## config.mk

```make
export PLATFORM = sky130hd
export DESIGN_NAME = dma_sched
export DESIGN_NICKNAME = d
export VERILOG_FILES = /design/src/rtl/dma_sched_pkg.sv /design/src/rtl/dma_sched_rr_arb.sv /design/src/rtl/dma_sched.sv
export SDC_FILE = /design/constraint.sdc
export NUM_CORES = 1
export LEC_CHECK = 0
export ABC_AREA = 1
export BUFFER_PORTS_ARGS = -buffer_cell sky130_fd_sc_hd__buf_2
export CAP_MARGIN = 5
export CORE_AREA = 4 4 138 140
export CTS_BUF_LIST = sky130_fd_sc_hd__clkbuf_8
export DETAILED_ROUTE_END_ITERATION = 7
export DIE_AREA = 0 0 142 144
export GPL_ROUTABILITY_DRIVEN = 1
export PLACE_DENSITY = 0.45
export RECOVER_POWER = 100
export SETUP_SLACK_MARGIN = 0.05
export SYNTH_ARGS = -nofsm -noshare
export SYNTH_HDL_FRONTEND = slang
export SYNTH_SLANG_ARGS = --single-unit
```

## constraint.sdc

```tcl
create_clock -name clk -period 1.5 [get_ports clk]
set_input_delay 0.075 -clock clk [delete_from_list [all_inputs] [get_ports clk]]
set_output_delay 0.075 -clock clk [all_outputs]
set_load 0.05 [all_outputs]
```

## src/rtl/dma_sched_pkg.sv

```systemverilog
// Shared definitions for the two-channel DMA descriptor scheduler.
// State encodings are fixed because external tooling decodes them.
package dma_sched_pkg;

    typedef enum logic [1:0] {
        ST_IDLE  = 2'd0,
        ST_START = 2'd1,
        ST_BUSY  = 2'd2,
        ST_DONE  = 2'd3
    } state_t;

    localparam int unsigned NUM_CH = 2;

endpackage

```

## src/rtl/dma_sched_rr_arb.sv

```systemverilog
// Two-way round-robin arbiter: on a tie the channel not served last wins.
module dma_rr_arb
    import dma_sched_pkg::*;
(
    input  logic [NUM_CH-1:0] req,
    input  logic              last_grant,
    input  logic              enable,
    output logic              winner,
    output logic              valid
);

    always_comb begin
        valid  = enable & (|req);
        winner = (req == '1) ? ~last_grant : req[1];
    end

endmodule

```

## src/rtl/dma_sched.sv

```systemverilog
// Round-robin descriptor scheduler in front of the single dma_transfer engine;
// latches the winning descriptor and steers engine streams to the granted channel.
module dma_sched
    import dma_sched_pkg::*;
#(
    parameter int unsigned AXI_ADDR_W = 32,
    parameter int unsigned LEN_W      = 16,
    parameter int unsigned DATA_W     = 32
) (
    input  logic                  clk,
    input  logic                  rst,

    input  logic                  ch0_desc_valid,
    output logic                  ch0_desc_ready,
    input  logic [AXI_ADDR_W-1:0] ch0_addr,
    input  logic [LEN_W-1:0]      ch0_len,
    input  logic                  ch0_rnw,
    output logic                  ch0_done,
    input  logic [DATA_W-1:0]     ch0_data_in,
    output logic                  ch0_ready_in,
    output logic [DATA_W-1:0]     ch0_data_out,
    output logic                  ch0_valid_out,

    input  logic                  ch1_desc_valid,
    output logic                  ch1_desc_ready,
    input  logic [AXI_ADDR_W-1:0] ch1_addr,
    input  logic [LEN_W-1:0]      ch1_len,
    input  logic                  ch1_rnw,
    output logic                  ch1_done,
    input  logic [DATA_W-1:0]     ch1_data_in,
    output logic                  ch1_ready_in,
    output logic [DATA_W-1:0]     ch1_data_out,
    output logic                  ch1_valid_out,

    output logic [AXI_ADDR_W-1:0] dma_addr,
    output logic [LEN_W-1:0]      dma_length,
    output logic                  dma_rnw,
    output logic                  dma_start,
    input  logic                  dma_ready,
    output logic [DATA_W-1:0]     dma_data_in,
    input  logic                  dma_ready_in,
    input  logic [DATA_W-1:0]     dma_data_out,
    input  logic                  dma_valid_out,

    output logic                  busy,
    output logic                  grant
);

    state_t                state, state_nxt;
    logic                  grant_q;
    logic                  last_grant;
    logic [AXI_ADDR_W-1:0] addr_q;
    logic [LEN_W-1:0]      len_q;
    logic                  rnw_q;

    logic                  arb_en;
    logic                  arb_winner;
    logic                  arb_valid;
    logic [LEN_W-1:0]      win_len;

    // An engine still busy from a reset race blocks acceptance.
    assign arb_en  = (state == ST_IDLE) && dma_ready;
    assign win_len = arb_winner ? ch1_len : ch0_len;

    dma_rr_arb u_arb (
        .req        ({ch1_desc_valid, ch0_desc_valid}),
        .last_grant (last_grant),
        .enable     (arb_en),
        .winner     (arb_winner),
        .valid      (arb_valid)
    );

    always_ff @(posedge clk) begin
        if (!rst) begin
            state      <= ST_IDLE;
            grant_q    <= 1'b0;
            last_grant <= 1'b1;
            addr_q     <= '0;
            len_q      <= '0;
            rnw_q      <= 1'b0;
        end else begin
            state <= state_nxt;
            if (arb_valid) begin
                grant_q <= arb_winner;
                addr_q  <= arb_winner ? ch1_addr : ch0_addr;
                len_q   <= win_len;
                rnw_q   <= arb_winner ? ch1_rnw : ch0_rnw;
            end
            if (state == ST_DONE)
                last_grant <= grant_q;
        end
    end

    always_comb begin
        state_nxt      = state;
        dma_start      = 1'b0;
        ch0_done       = 1'b0;
        ch1_done       = 1'b0;
        ch0_desc_ready = 1'b0;
        ch1_desc_ready = 1'b0;
        busy           = (state != ST_IDLE);
        case (state)
            ST_IDLE: begin
                ch0_desc_ready = arb_valid & ~arb_winner;
                ch1_desc_ready = arb_valid &  arb_winner;
                if (arb_valid)
                    state_nxt = (win_len != '0) ? ST_START : ST_DONE;
            end
            ST_START: begin
                dma_start = 1'b1;
                state_nxt = ST_BUSY;
            end
            ST_BUSY: begin
                if (dma_ready)
                    state_nxt = ST_DONE;
            end
            ST_DONE: begin
                ch0_done  = ~grant_q;
                ch1_done  =  grant_q;
                state_nxt = ST_IDLE;
            end
            default: state_nxt = ST_IDLE;
        endcase
    end

    assign dma_addr   = addr_q;
    assign dma_length = len_q;
    assign dma_rnw    = rnw_q;
    assign grant      = grant_q;

    // Steering stays on the latched grant in IDLE so the engine's trailing word lands correctly.
    assign dma_data_in   = grant_q ? ch1_data_in : ch0_data_in;
    assign ch0_ready_in  = dma_ready_in & ~grant_q;
    assign ch1_ready_in  = dma_ready_in &  grant_q;
    assign ch0_data_out  = dma_data_out;
    assign ch1_data_out  = dma_data_out;
    assign ch0_valid_out = dma_valid_out & ~grant_q;
    assign ch1_valid_out = dma_valid_out &  grant_q;

endmodule

```

==> results.ini, run 1 <==
[run_status]
status = complete, but fails checks
violations = setup timing

[synthesis]
yosys.area.top_type = dfxtp_1
ys_ff_latch = 53
synth-edff-count = 0
synth_async_sr_flop_share = 0
synth-seq-area-share = 0.323
syn-num-nets = 652
synth_ff_type = dfxtp_1
synth.avg_cell_area_um2 = 7.38
yosysMostFrequentCell = nand2_1
synthTopCellsByCount = nand2_1 (143), buf_4 (70), dfxtp_1 (53)
synth_cell_types = 23
ys_warn_count = 0
synthesis.instances = 446
synthTopCellsByArea = dfxtp_1 (32%), nand2_1 (16%), buf_4 (16%)
netlist_area_um2 = 3290
synth_top_area_frac = 0.323

[global_routing]
grt_pass1_vias = 3641
antenna_found_initial = 1
grt_start_max_net_pins = 34
grt.overflow.total = 0
grt_pass1_wl_um = 19400
grt_util_all_layers = 0.121

[clocking]
clockBufferDepth = 2
clk_latency_ns = 0.31
clk_pin_slew_worst_paths_ns = 0.10
numClockSinks = 53
htree_levels = 2
cts_made_buffers = 5
cts_tree = built
cts-root-buf = clkbuf_8

[timing]
skew_ns = 0.00500
worst_slack_ns = -0.00532
period_minus_slack_ns = 1.51
finalSetupTns_ns = -0.0109
max_slew_margin = 0.557
period_share = 1.00
setup_viol = 4
max_freq_ghz = 0.664
drv_slew = 0
rsz0062_at_grt = true
worst_pin_slew_ns = 0.667
hold_viol = 0

[worst_setup_path]
endpoint_kind = output port
crit_fanout = 8
required_ns = 1.42
setup.worst_path.start_class = flip-flop
crit_arrival_ns = 1.43
path_class = reg -> out

[power]
combPwrFrac = 0.619
p_seq_frac = 0.262
leakagePower_nw = 2.38
swShare = 0.491
power_switching_mw = 3.45
peakVddDrop_mv = 0.530
power.density_nw_per_um2 = 1370
intPower_mw = 3.58
clock_power_share = 0.120

[placement]
routabilityCongestion = 0.778
dp_hpwl_um = 11200
port_buffers = 260
dpl_cell_area_um2 = 4530

[layout]
syn2layout_area_growth_pct = 56.2
diodes = 0
multi_input_area_um2 = 1630
design_area_um2 = 5140
drive_above_1_share = 0.459
nFillCells = 1969
regArea_um2 = 1070
final_nets = 868

[drt]
drt_iter0_markers = 117
routed_wl_um = 14700
wire_per_inst_um = 16.5
vias_per_cell = 4.20
drt_first_pass_iters = 4
drc = 0
antenna_left = 0
vias = 3741

[floorplan]
die-area_um2 = 20400
fp-row-count = 49
ios = 357
fp.dieH_um = 144
start_util = 0.184
die_w_um = 142
fp.coreArea_um2 = 17800

[flow_run]
maxCapViolations = 0

[hold_path]
hold_path_class = in -> reg

==> what timing repair did <==
| action | in CTS | in global routing |
|---|---|---|
| gates cloned | 1 | 6 |
| buffers inserted | 3 | 1 |
| endpoints found under the setup margin | 69 | 75 |
| resized for setup | 92 | 41 |
| hold buffers | 3 | 0 |
| pin swaps | 3 | 4 |
| hold endpoints to repair | 3 | 0 |
==> power by group through the flow <==
stage          combinational, mW  sequential (mW)  clock (mW)
2_1_floorplan               2.21             2.68           0
3_3_place_gp                3.80             1.84           0
3_5_place_dp                3.78             1.84           0
4_1_cts                     4.17             1.83       0.886
5_1_grt                     4.61             1.87       0.922
6_report                    4.35             1.84       0.843
==> worst max-delay path: stages (launching register included) <==
cell and delay [ns]:
dfxtp_4 0.42, clkbuf_16 0.19, mux2_2 0.35, buf_6 0.16
==> sequential cells by signal, indices dropped and copies added (netlist names) <==
name,cells
grant,1
last_grant,1
dma_rnw,1
dma_length,16
state,2
dma_addr,32
==> metrics by stage <==
stage	std cells	hold WS [ns]	util	worst slack (ns)	power [mW]
4_1_cts	884	0.000506	0.279	-0.0491	6.89
2_1_floorplan	446	0.230	-	-0.0612	4.89
6_report	891	0.0175	0.288	-0.00532	7.03
5_1_grt	891	0.00442	0.288	-0.0592	7.40
3_3_place_gp	870	0.150	0.254	-0.103	5.64
3_5_place_dp	870	0.150	0.254	-0.0866	5.62
==> logic make-up after synthesis <==
kind of cell	share of synthesized area
buffers and inverters	0.210
and+or+nand+nor	0.208
DFF	0.323
muxes	0.110
adders and majority gates	0.0190
AOI/OAI and AO/OA	0.130
==> cells in the final DEF, fill, tap and decap left out, types with 3 or more instances in the layout <==
| cell type | Yosys | layout |
|---|---|---|
| clkbuf_8 | 0 | 6 |
| nor2_2 | 0 | 5 |
| clkbuf_2 | 0 | 6 |
| clkbuf_1 | 6 | 49 |
| nand3_1 | 13 | 13 |
| mux2_4 | 0 | 16 |
| buf_4 | 70 | 22 |
| a21oi_1 | 3 | 3 |
| dfxtp_1 | 53 | 50 |
| nand2_2 | 1 | 3 |
| nor2_1 | 16 | 11 |
| a31oi_1 | 46 | 46 |
| buf_12 | 0 | 6 |
| inv_1 | 15 | 13 |
| nand2_1 | 143 | 140 |
| buf_6 | 1 | 21 |
| o21ai_0 | 19 | 18 |
| dlygate4sd3_1 | 0 | 3 |
| buf_2 | 12 | 168 |
| mux2_2 | 32 | 16 |
| buf_8 | 0 | 17 |
| inv_2 | 1 | 3 |
| clkbuf_16 | 0 | 3 |
| ha_1 | 5 | 4 |
| o21ai_1 | 3 | 4 |
==> worst paths after layout <==
check	endpoint	slack (ns)	from	depth (start not counted)
setup / recovery	dma_data_in[5]	-0.005	grant	3
hold / removal	dma_addr[17]	0.02	ch1_addr[17]	3
setup reg to reg	dma_addr[4]	0.07	state[1]	10
hold reg to reg	dma_addr[2]	0.49	dma_addr[2]	2
==> metal layers <==
metal  global-route usage  routed length (um)
met5                    0                   0
met4               0.0414                 270
met3               0.0288                1160
met2                0.236                7940
met1                0.126                5370
==> final cells by class <==
type	instances	share of cell area
Tap cell	229	0.0558
Sequential cell	53	0.208
Multi-Input combinational cell	285	0.318
Inverter	19	0.0163
Clock buffer	6	0.0161
Timing Repair Buffer	298	0.385
Clock inverter	1	0.000731
(Power assumes the default switching activity.)
==> run 2, diff against run 1 <==
--- a/config.mk
+++ b/config.mk
@@ -5,15 +5,14 @@
 export SDC_FILE = /design/constraint.sdc
 export NUM_CORES = 1
 export LEC_CHECK = 0
-export ABC_AREA = 1
 export BUFFER_PORTS_ARGS = -buffer_cell sky130_fd_sc_hd__buf_2
 export CAP_MARGIN = 5
-export CORE_AREA = 4 4 138 140
+export CORE_AREA = 4 4 137 139
 export CTS_BUF_LIST = sky130_fd_sc_hd__clkbuf_8
 export DETAILED_ROUTE_END_ITERATION = 7
-export DIE_AREA = 0 0 142 144
+export DIE_AREA = 0 0 141 143
 export GPL_ROUTABILITY_DRIVEN = 1
-export PLACE_DENSITY = 0.45
+export PLACE_DENSITY = 0.48
 export RECOVER_POWER = 100
 export SETUP_SLACK_MARGIN = 0.05
 export SYNTH_ARGS = -nofsm -noshare
==> run 2 against run 1 <==
Effect of this change: the run still ends with setup timing left; clock power rose by 17%; core utilization increased by 2.6 points; setup slack got worse by 0.017 ns; non-clock buffer count down 2; fmax is 1.1% lower; sequential cell count is the same; via count down 3.6%; final cell count fell by 8.9%; critical path type unchanged; highest routed layer is now met5.
==> results.ini, run 2 <==
[layout]
largest_reg_flops = 32  ; unchanged
final_cells = 812  ; was 891
drive_above_1_share = 0.550  ; was 0.459
design_area_um2 = 5550  ; was 5140 um^2
layout_common_cells = buf_2 (171), nand2_1 (51), o211a_1 (50), dfxtp_1 (50), clkbuf_1 (49)  ; was buf_2 (168), nand2_1 (140), dfxtp_1 (50)
final_common_cell = buf_2  ; unchanged
final_nets = 788  ; was 868
syn2layout_area_growth_pct = 55.8  ; was 56.2%

[floorplan]
fp-row-count = 49  ; unchanged
start_util = 0.202  ; was 0.184
ios = 357  ; unchanged
fp.coreArea_um2 = 17700  ; was 17,800 um^2
die-area_um2 = 20200  ; was 20,400 um^2
fp.dieH_um = 143  ; was 144 um
die_w_um = 141  ; was 142 um

[synthesis]
ys_warn_count = 0  ; unchanged
ys_ff_latch = 53  ; unchanged
synth-edff-count = 0  ; unchanged
synth_top_area_frac = 0.298  ; was 0.323
synth.avg_cell_area_um2 = 9.66  ; was 7.38 um^2
synthTopCellsByCount = buf_4 (66), dfxtp_1 (53), nand2_1 (52)  ; was nand2_1 (143), buf_4 (70), dfxtp_1 (53)
yosysMostFrequentCell = buf_4  ; was nand2_1
netlist_area_um2 = 3560  ; was 3290 um^2
synthesis.instances = 369  ; was 446
syn-num-nets = 575  ; was 652
yosys.area.top_type = dfxtp_1  ; unchanged
synth-seq-area-share = 0.298  ; was 0.323
synth_async_sr_flop_share = 0  ; unchanged
synthTopCellsByArea = dfxtp_1 (30%), o211a_1 (14%), buf_4 (14%)  ; was dfxtp_1 (32%), nand2_1 (16%), buf_4 (16%)
synth_ff_type = dfxtp_1  ; unchanged
synth_cell_types = 29  ; was 23

[worst_setup_path]
r2r_slack_ns = 0.02  ; was 0.07 ns
r2r-end = dma_addr[20]  ; was dma_addr[4]
endpoint_kind = output port  ; unchanged
crit_arrival_ns = 1.45  ; was 1.43 ns
cp_cell_sequence = buf_12 > mux2_2 > buf_6  ; was clkbuf_16 > mux2_2 > buf_6
required_ns = 1.42  ; about the same
setup.worst_path.start_class = flip-flop  ; unchanged
crit_family = flip-flops  ; unchanged
crit_fanout = 20  ; was 8
reg2reg_depth = 8  ; was 10
critPathBufInv = 2  ; unchanged
path_class = reg -> out  ; unchanged
critPathMaxStageDelay_ns = 0.41  ; was 0.42 ns
slowest_stage = dfxtp_4  ; unchanged
r2r-start = state[0]  ; was state[1]

[global_routing]
grt_start_max_net_pins = 53  ; was 34
grt.overflow.total = 0  ; unchanged
antenna_found_initial = 6  ; was 1
grt_pass1_wl_um = 23000  ; was 19,400 um
grt_pass1_vias = 3798  ; was 3,641
grt_util_all_layers = 0.151  ; was 0.121

[timing]
period_minus_slack_ns = 1.52  ; was 1.51 ns
worst_pin_slew_ns = 0.752  ; was 0.667 ns
period_share = 1.02  ; was 1.00
drv_slew = 0  ; unchanged
setup_viol = 17  ; was 4
hold_viol = 0  ; unchanged
worst_slack_ns = -0.0228  ; was -0.00532 ns
skew_ns = 0.00984  ; was 0.00500 ns
max_freq_ghz = 0.657  ; was 0.664 GHz
rsz0062_at_grt = true  ; unchanged
max_slew_margin = 0.501  ; was 0.557

[power]
p_seq_frac = 0.272  ; was 0.262
clock_power_share = 0.143  ; was 0.120
power.density_nw_per_um2 = 1240  ; was 1370 nW/um^2
peakVddDrop_mv = 0.452  ; was 0.530 mV
swShare = 0.469  ; was 0.491
intPower_mw = 3.66  ; was 3.58 mW
finalPower_mw = 6.90  ; was 7.03 mW
power_switching_mw = 3.23  ; was 3.45 mW
leakagePower_nw = 2.94  ; was 2.38 nW
combPwrFrac = 0.585  ; was 0.619

[clocking]
cts_made_buffers = 5  ; unchanged
cts_tree = built  ; unchanged
numClockSinks = 53  ; unchanged
htree_levels = 2  ; unchanged
clockBufferDepth = 2  ; unchanged
cts-root-buf = clkbuf_8  ; unchanged
clk_latency_ns = 0.31  ; about the same
clk_pin_slew_worst_paths_ns = 0.10  ; about the same

[flow_run]
maxCapViolations = 0  ; unchanged

[placement]
dpl_cell_area_um2 = 4740  ; was 4530 um^2
port_buffers = 260  ; unchanged
routabilityCongestion = 0.920  ; was 0.778
dpl.cell_count = 781  ; was 870
dp_hpwl_um = 13200  ; was 11,200 um

[drt]
wire_per_inst_um = 21.5  ; was 16.5 um
routed_wl_um = 17500  ; was 14,700 um
drc = 0  ; unchanged
antenna_left = 0  ; unchanged
drt_first_pass_iters = 4  ; unchanged
vias_per_cell = 4.44  ; was 4.20
vias = 3606  ; was 3,741
drt_iter0_markers = 46  ; was 117

[hold_path]
hold_path_class = in -> reg  ; unchanged
hold_path_end = state[1]  ; was dma_addr[17]
holdPathStages = 4  ; was 3
min_from = ch0_len[0]  ; was ch1_addr[17]

[run_status]
violations = setup timing  ; unchanged
status = complete, but fails checks  ; unchanged

[run 2: changes by cell type after synthesis, moves of 10 or more]
cell / change
nand2_1: -91
o211a_1: +50
mux2i_1: +49
a31oi_1: -45
o21ai_0: -18
nand3_1: -13
nor2_1: -11
inv_1: -10
[run 2: worst reg2reg max path: stages (launching register included)]
cell      delay [ns]
dfxtp_2         0.35
inv_4           0.07
ha_4            0.15
nand2_4         0.05
nor2_2          0.12
clkbuf_2        0.21
buf_4           0.23
nand2_1         0.08
o211a_1         0.12
[run 2: layer usage]
metal,GRT usage,part of all wire,vias to the layer above
met5,0.0144,0.0042,-
met4,0.0286,0.0093,10
met3,0.0660,0.11,23
met2,0.292,0.53,252
met1,0.150,0.34,1659
li1,-,-,1662
[run 2: area by class of cell]
class / instances / area, um^2
clock inverter: 2 / 35.0
antenna: 1 / 2.50
sequential: 53 / 1070
fill: 1867 / 12100
clock buffer: 5 / 68.8
tap: 229 / 287
multi-input combinational: 221 / 2020
inverter: 5 / 23.8
timing repair buffer: 296 / 2050
[run 2: cells by family after synthesis]
group                    count (synthesis)  share of synthesized area
AO/OA/AOI/OAI                           57                      0.154
adder cells (fa/ha/maj)                  5                     0.0176
buffers and inverters                   95                      0.184
flip-flops                              53                      0.298
multiplexers                            81                      0.239
AND/OR/NAND/NOR                         78                      0.108
[run 2: power groups by stage]
stage / Sequential (mW) / Combinational, mW / Clock (mW)
3_5_place_dp: 1.88 / 3.40 / 0
6_report: 1.87 / 4.04 / 0.986
2_1_floorplan: 2.82 / 1.90 / 0
5_1_grt: 1.91 / 4.27 / 1.10
3_3_place_gp: 1.88 / 3.36 / 0
4_1_cts: 1.87 / 3.87 / 1.04
[run 2: how the worst max path moves through the flow]
stage	startpoint	endpoint	slack, ns	cells past startpoint
floorplan	grant	ch0_ready_in	-0.07	3
global placement	last_grant	state[1]	-0.07	5
global route	grant	dma_data_in[12]	-0.07	3
finish	grant	dma_data_in[12]	-0.02	3
detailed placement	last_grant	state[1]	-0.06	5
CTS	grant	dma_data_in[31]	-0.05	3
[run 2: per-stage QoR]
step | TNS [ns] | util | worst slack (ns) | hold WS, ns
after floorplan | -0.131 | - | -0.0657 | 0.266
after global placement | -0.0712 | 0.269 | -0.0712 | 0.150
after detailed placement | -0.0920 | 0.269 | -0.0551 | 0.150
after CTS | -0.610 | 0.306 | -0.0533 | 0.0683
after global routing | -2.34 | 0.314 | -0.0728 | 0.107
final | -0.203 | 0.314 | -0.0228 | 0.0901
[run 2: what timing repair did]
action | in CTS | in global routing
cloned | 3 | 6
hold endpoints to repair | 1 | 0
hold buffers | 1 | 0
buffers inserted | 10 | 3
pin swaps | 9 | 19
setup endpoints to repair | 89 | 91
resized for setup | 123 | 31
==> run 3, diff against run 2 <==
--- a/config.mk
+++ b/config.mk
@@ -5,14 +5,14 @@
 export SDC_FILE = /design/constraint.sdc
 export NUM_CORES = 1
 export LEC_CHECK = 0
-export BUFFER_PORTS_ARGS = -buffer_cell sky130_fd_sc_hd__buf_2
 export CAP_MARGIN = 5
 export CORE_AREA = 4 4 137 139
 export CTS_BUF_LIST = sky130_fd_sc_hd__clkbuf_8
 export DETAILED_ROUTE_END_ITERATION = 7
 export DIE_AREA = 0 0 141 143
+export DONT_BUFFER_PORTS = 1
 export GPL_ROUTABILITY_DRIVEN = 1
-export PLACE_DENSITY = 0.48
+export PLACE_DENSITY = 0.3
 export RECOVER_POWER = 100
 export SETUP_SLACK_MARGIN = 0.05
 export SYNTH_ARGS = -nofsm -noshare
==> run 3 against run 2 <==
Effect of this change: the run still ends with setup timing left; global-route usage down 2.9 points; setup slack better by 0.0010 ns; final cell count down 24%; critical path depth down 1.
==> results.ini, run 3 (synthesis gave the netlist of run 2 again) <==
[run_status]
status = complete, but fails checks  ; unchanged
violations = setup timing  ; unchanged

[worst_setup_path]
setup.worst_path.start_class = flip-flop  ; unchanged
crit_fanout = 9  ; was 20
critPathBufInv = 1  ; was 2
crit_family = flip-flops  ; unchanged
required_ns = 1.42  ; about the same
critPathMaxStageDelay_ns = 0.50  ; was 0.41 ns
slowest_stage = dfxtp_4  ; unchanged
path_class = reg -> out  ; unchanged
crit_arrival_ns = 1.45  ; about the same
endpoint_kind = output port  ; unchanged
cp_cell_sequence = buf_12 > mux2_4  ; was buf_12 > mux2_2 > buf_6

[global_routing]
grt_pass1_vias = 2829  ; was 3,798
antenna_found_initial = 0  ; was 6
grt.overflow.total = 0  ; unchanged
grt_start_max_net_pins = 54  ; was 53
grt_util_all_layers = 0.122  ; was 0.151
grt_pass1_wl_um = 18300  ; was 23,000 um

[layout]
utilization = 0.256  ; was 0.314
syn2layout_area_growth_pct = 26.7  ; was 55.8%
drive_above_1_share = 0.312  ; was 0.550
design_area_um2 = 4520  ; was 5550 um^2
regArea_um2 = 1070  ; about the same
final_nets = 597  ; was 788
nFillCells = 1922  ; was 1,867
largest_reg_flops = 32  ; unchanged
diodes = 0  ; was 1
multi_input_area_um2 = 2090  ; was 2020 um^2
layout_common_cells = nand2_1 (51), o211a_1 (50), dfxtp_1 (49)  ; was buf_2 (171), nand2_1 (51), o211a_1 (50), dfxtp_1 (50), clkbuf_1 (49)
final_common_cell = nand2_1  ; was buf_2

[clocking]
cts_made_buffers = 5  ; unchanged
clk_pin_slew_worst_paths_ns = 0.10  ; about the same
clockBufferDepth = 2  ; unchanged
cts-root-buf = clkbuf_8  ; unchanged
htree_levels = 2  ; unchanged
numClockSinks = 53  ; unchanged
clk_latency_ns = 0.31  ; about the same
cts_tree = built  ; unchanged

[timing]
rsz0062_at_grt = true  ; unchanged
skew_ns = 0.0158  ; was 0.00984 ns
finalSetupTns_ns = -0.115  ; was -0.203 ns
drv_slew = 0  ; unchanged
hold_viol = 0  ; unchanged
period_share = 1.01  ; was 1.02
max_slew_margin = 0.541  ; was 0.501
worst_pin_slew_ns = 0.689  ; was 0.752 ns
worst_slack_ns = -0.0217  ; was -0.0228 ns
setup_viol = 6  ; was 17
max_freq_ghz = 0.657  ; about the same
period_minus_slack_ns = 1.52  ; about the same

[power]
leakagePower_nw = 2.19  ; was 2.94 nW
power.density_nw_per_um2 = 1400  ; was 1240 nW/um^2
intPower_mw = 3.27  ; was 3.66 mW
swShare = 0.483  ; was 0.469
finalPower_mw = 6.32  ; was 6.90 mW
p_seq_frac = 0.291  ; was 0.272
clock_power_share = 0.137  ; was 0.143
combPwrFrac = 0.572  ; was 0.585
peakVddDrop_mv = 0.386  ; was 0.452 mV
power_switching_mw = 3.06  ; was 3.23 mW

[floorplan]
start_util = 0.202  ; unchanged
fp-row-count = 49  ; unchanged
ios = 357  ; unchanged
fp.dieH_um = 143  ; unchanged
die-area_um2 = 20200  ; unchanged
fp.coreArea_um2 = 17700  ; unchanged
die_w_um = 141  ; unchanged

[placement]
routabilityCongestion = 0.767  ; was 0.920
port_buffers = 0  ; was 260
dpl_cell_area_um2 = 3890  ; was 4740 um^2
dp_hpwl_um = 10400  ; was 13,200 um

[hold_path]
hold_path_class = in -> reg  ; unchanged

[drt]
routed_wl_um = 14600  ; was 17,500 um
drt_iter0_markers = 61  ; was 46
drt_first_pass_iters = 4  ; unchanged
antenna_left = 0  ; unchanged
vias_per_cell = 4.55  ; was 4.44
drc = 0  ; unchanged
vias = 2820  ; was 3,606
wire_per_inst_um = 23.5  ; was 21.5 um

[flow_run]
maxCapViolations = 0  ; unchanged

==> run 3: power by group through the flow <==
stage               combinational (mW)  clock [mW]  sequential (mW)
finish                            3.62       0.865             1.84
floorplan                         1.90           0             2.82
CTS                               3.65       0.933             1.84
global route                      3.82       0.982             1.87
global placement                  3.30           0             1.85
detailed placement                3.33           0             1.85
==> run 3: area by class of cell <==
type | instances | area share
Multi-Input combinational cell | 221 | 0.462
Sequential cell | 53 | 0.237
Timing Repair Buffer | 105 | 0.214
Tap cell | 229 | 0.0635
Clock buffer | 6 | 0.0183
Inverter | 5 | 0.00471
Clock inverter | 1 | 0.000831
==> run 3: layer usage <==
layer | global-route usage | wire, um | vias to the layer above
met5 | 0 | 0 | -
met1 | 0.120 | 4930 | 1319
li1 | - | - | 1282
met2 | 0.242 | 8050 | 210
met3 | 0.0442 | 1420 | 9
met4 | 0.0301 | 182 | 0
==> run 3: path summary, 6_finish.rpt <==
kind,startpoint,end,slack [ns],cells after the start
worst min-delay path,ch0_addr[6],dma_addr[6],0.01,3
worst min register to register,dma_length[4],dma_length[4],0.51,1
worst max register to register,state[0],dma_length[11],0.04,8
worst max-delay path,grant,dma_data_in[24],-0.02,2
==> run 3: through the flow <==
stage / hold WS [ns] / instances / worst slack, ns
2_1_floorplan: 0.266 / 369 / -0.0657
3_3_place_gp: 0.150 / 580 / 0.0341
3_5_place_dp: 0.150 / 580 / -0.0110
4_1_cts: 0.000203 / 604 / -0.0645
5_1_grt: 0.00850 / 620 / -0.0728
6_report: 0.0150 / 620 / -0.0217
==> run 3: worst register-to-register path, stage by stage, from the launching register on <==
cell,delay [ns]
dfxtp_2,0.37
inv_4,0.04
ha_4,0.16
nand2_4,0.07
nor2_4,0.04
buf_12,0.14
buf_8,0.15
clkbuf_16,0.18
o211a_1,0.20
==> run 3: what timing repair did <==
action / CTS / global route
resized for setup: 49 / 27
hold endpoints to repair: 53 / 0
endpoints found under the setup margin: 79 / 76
cloned: 3 / 8
pin swaps: 3 / 6
hold buffers: 11 / 0
buffers inserted: 3 / 8
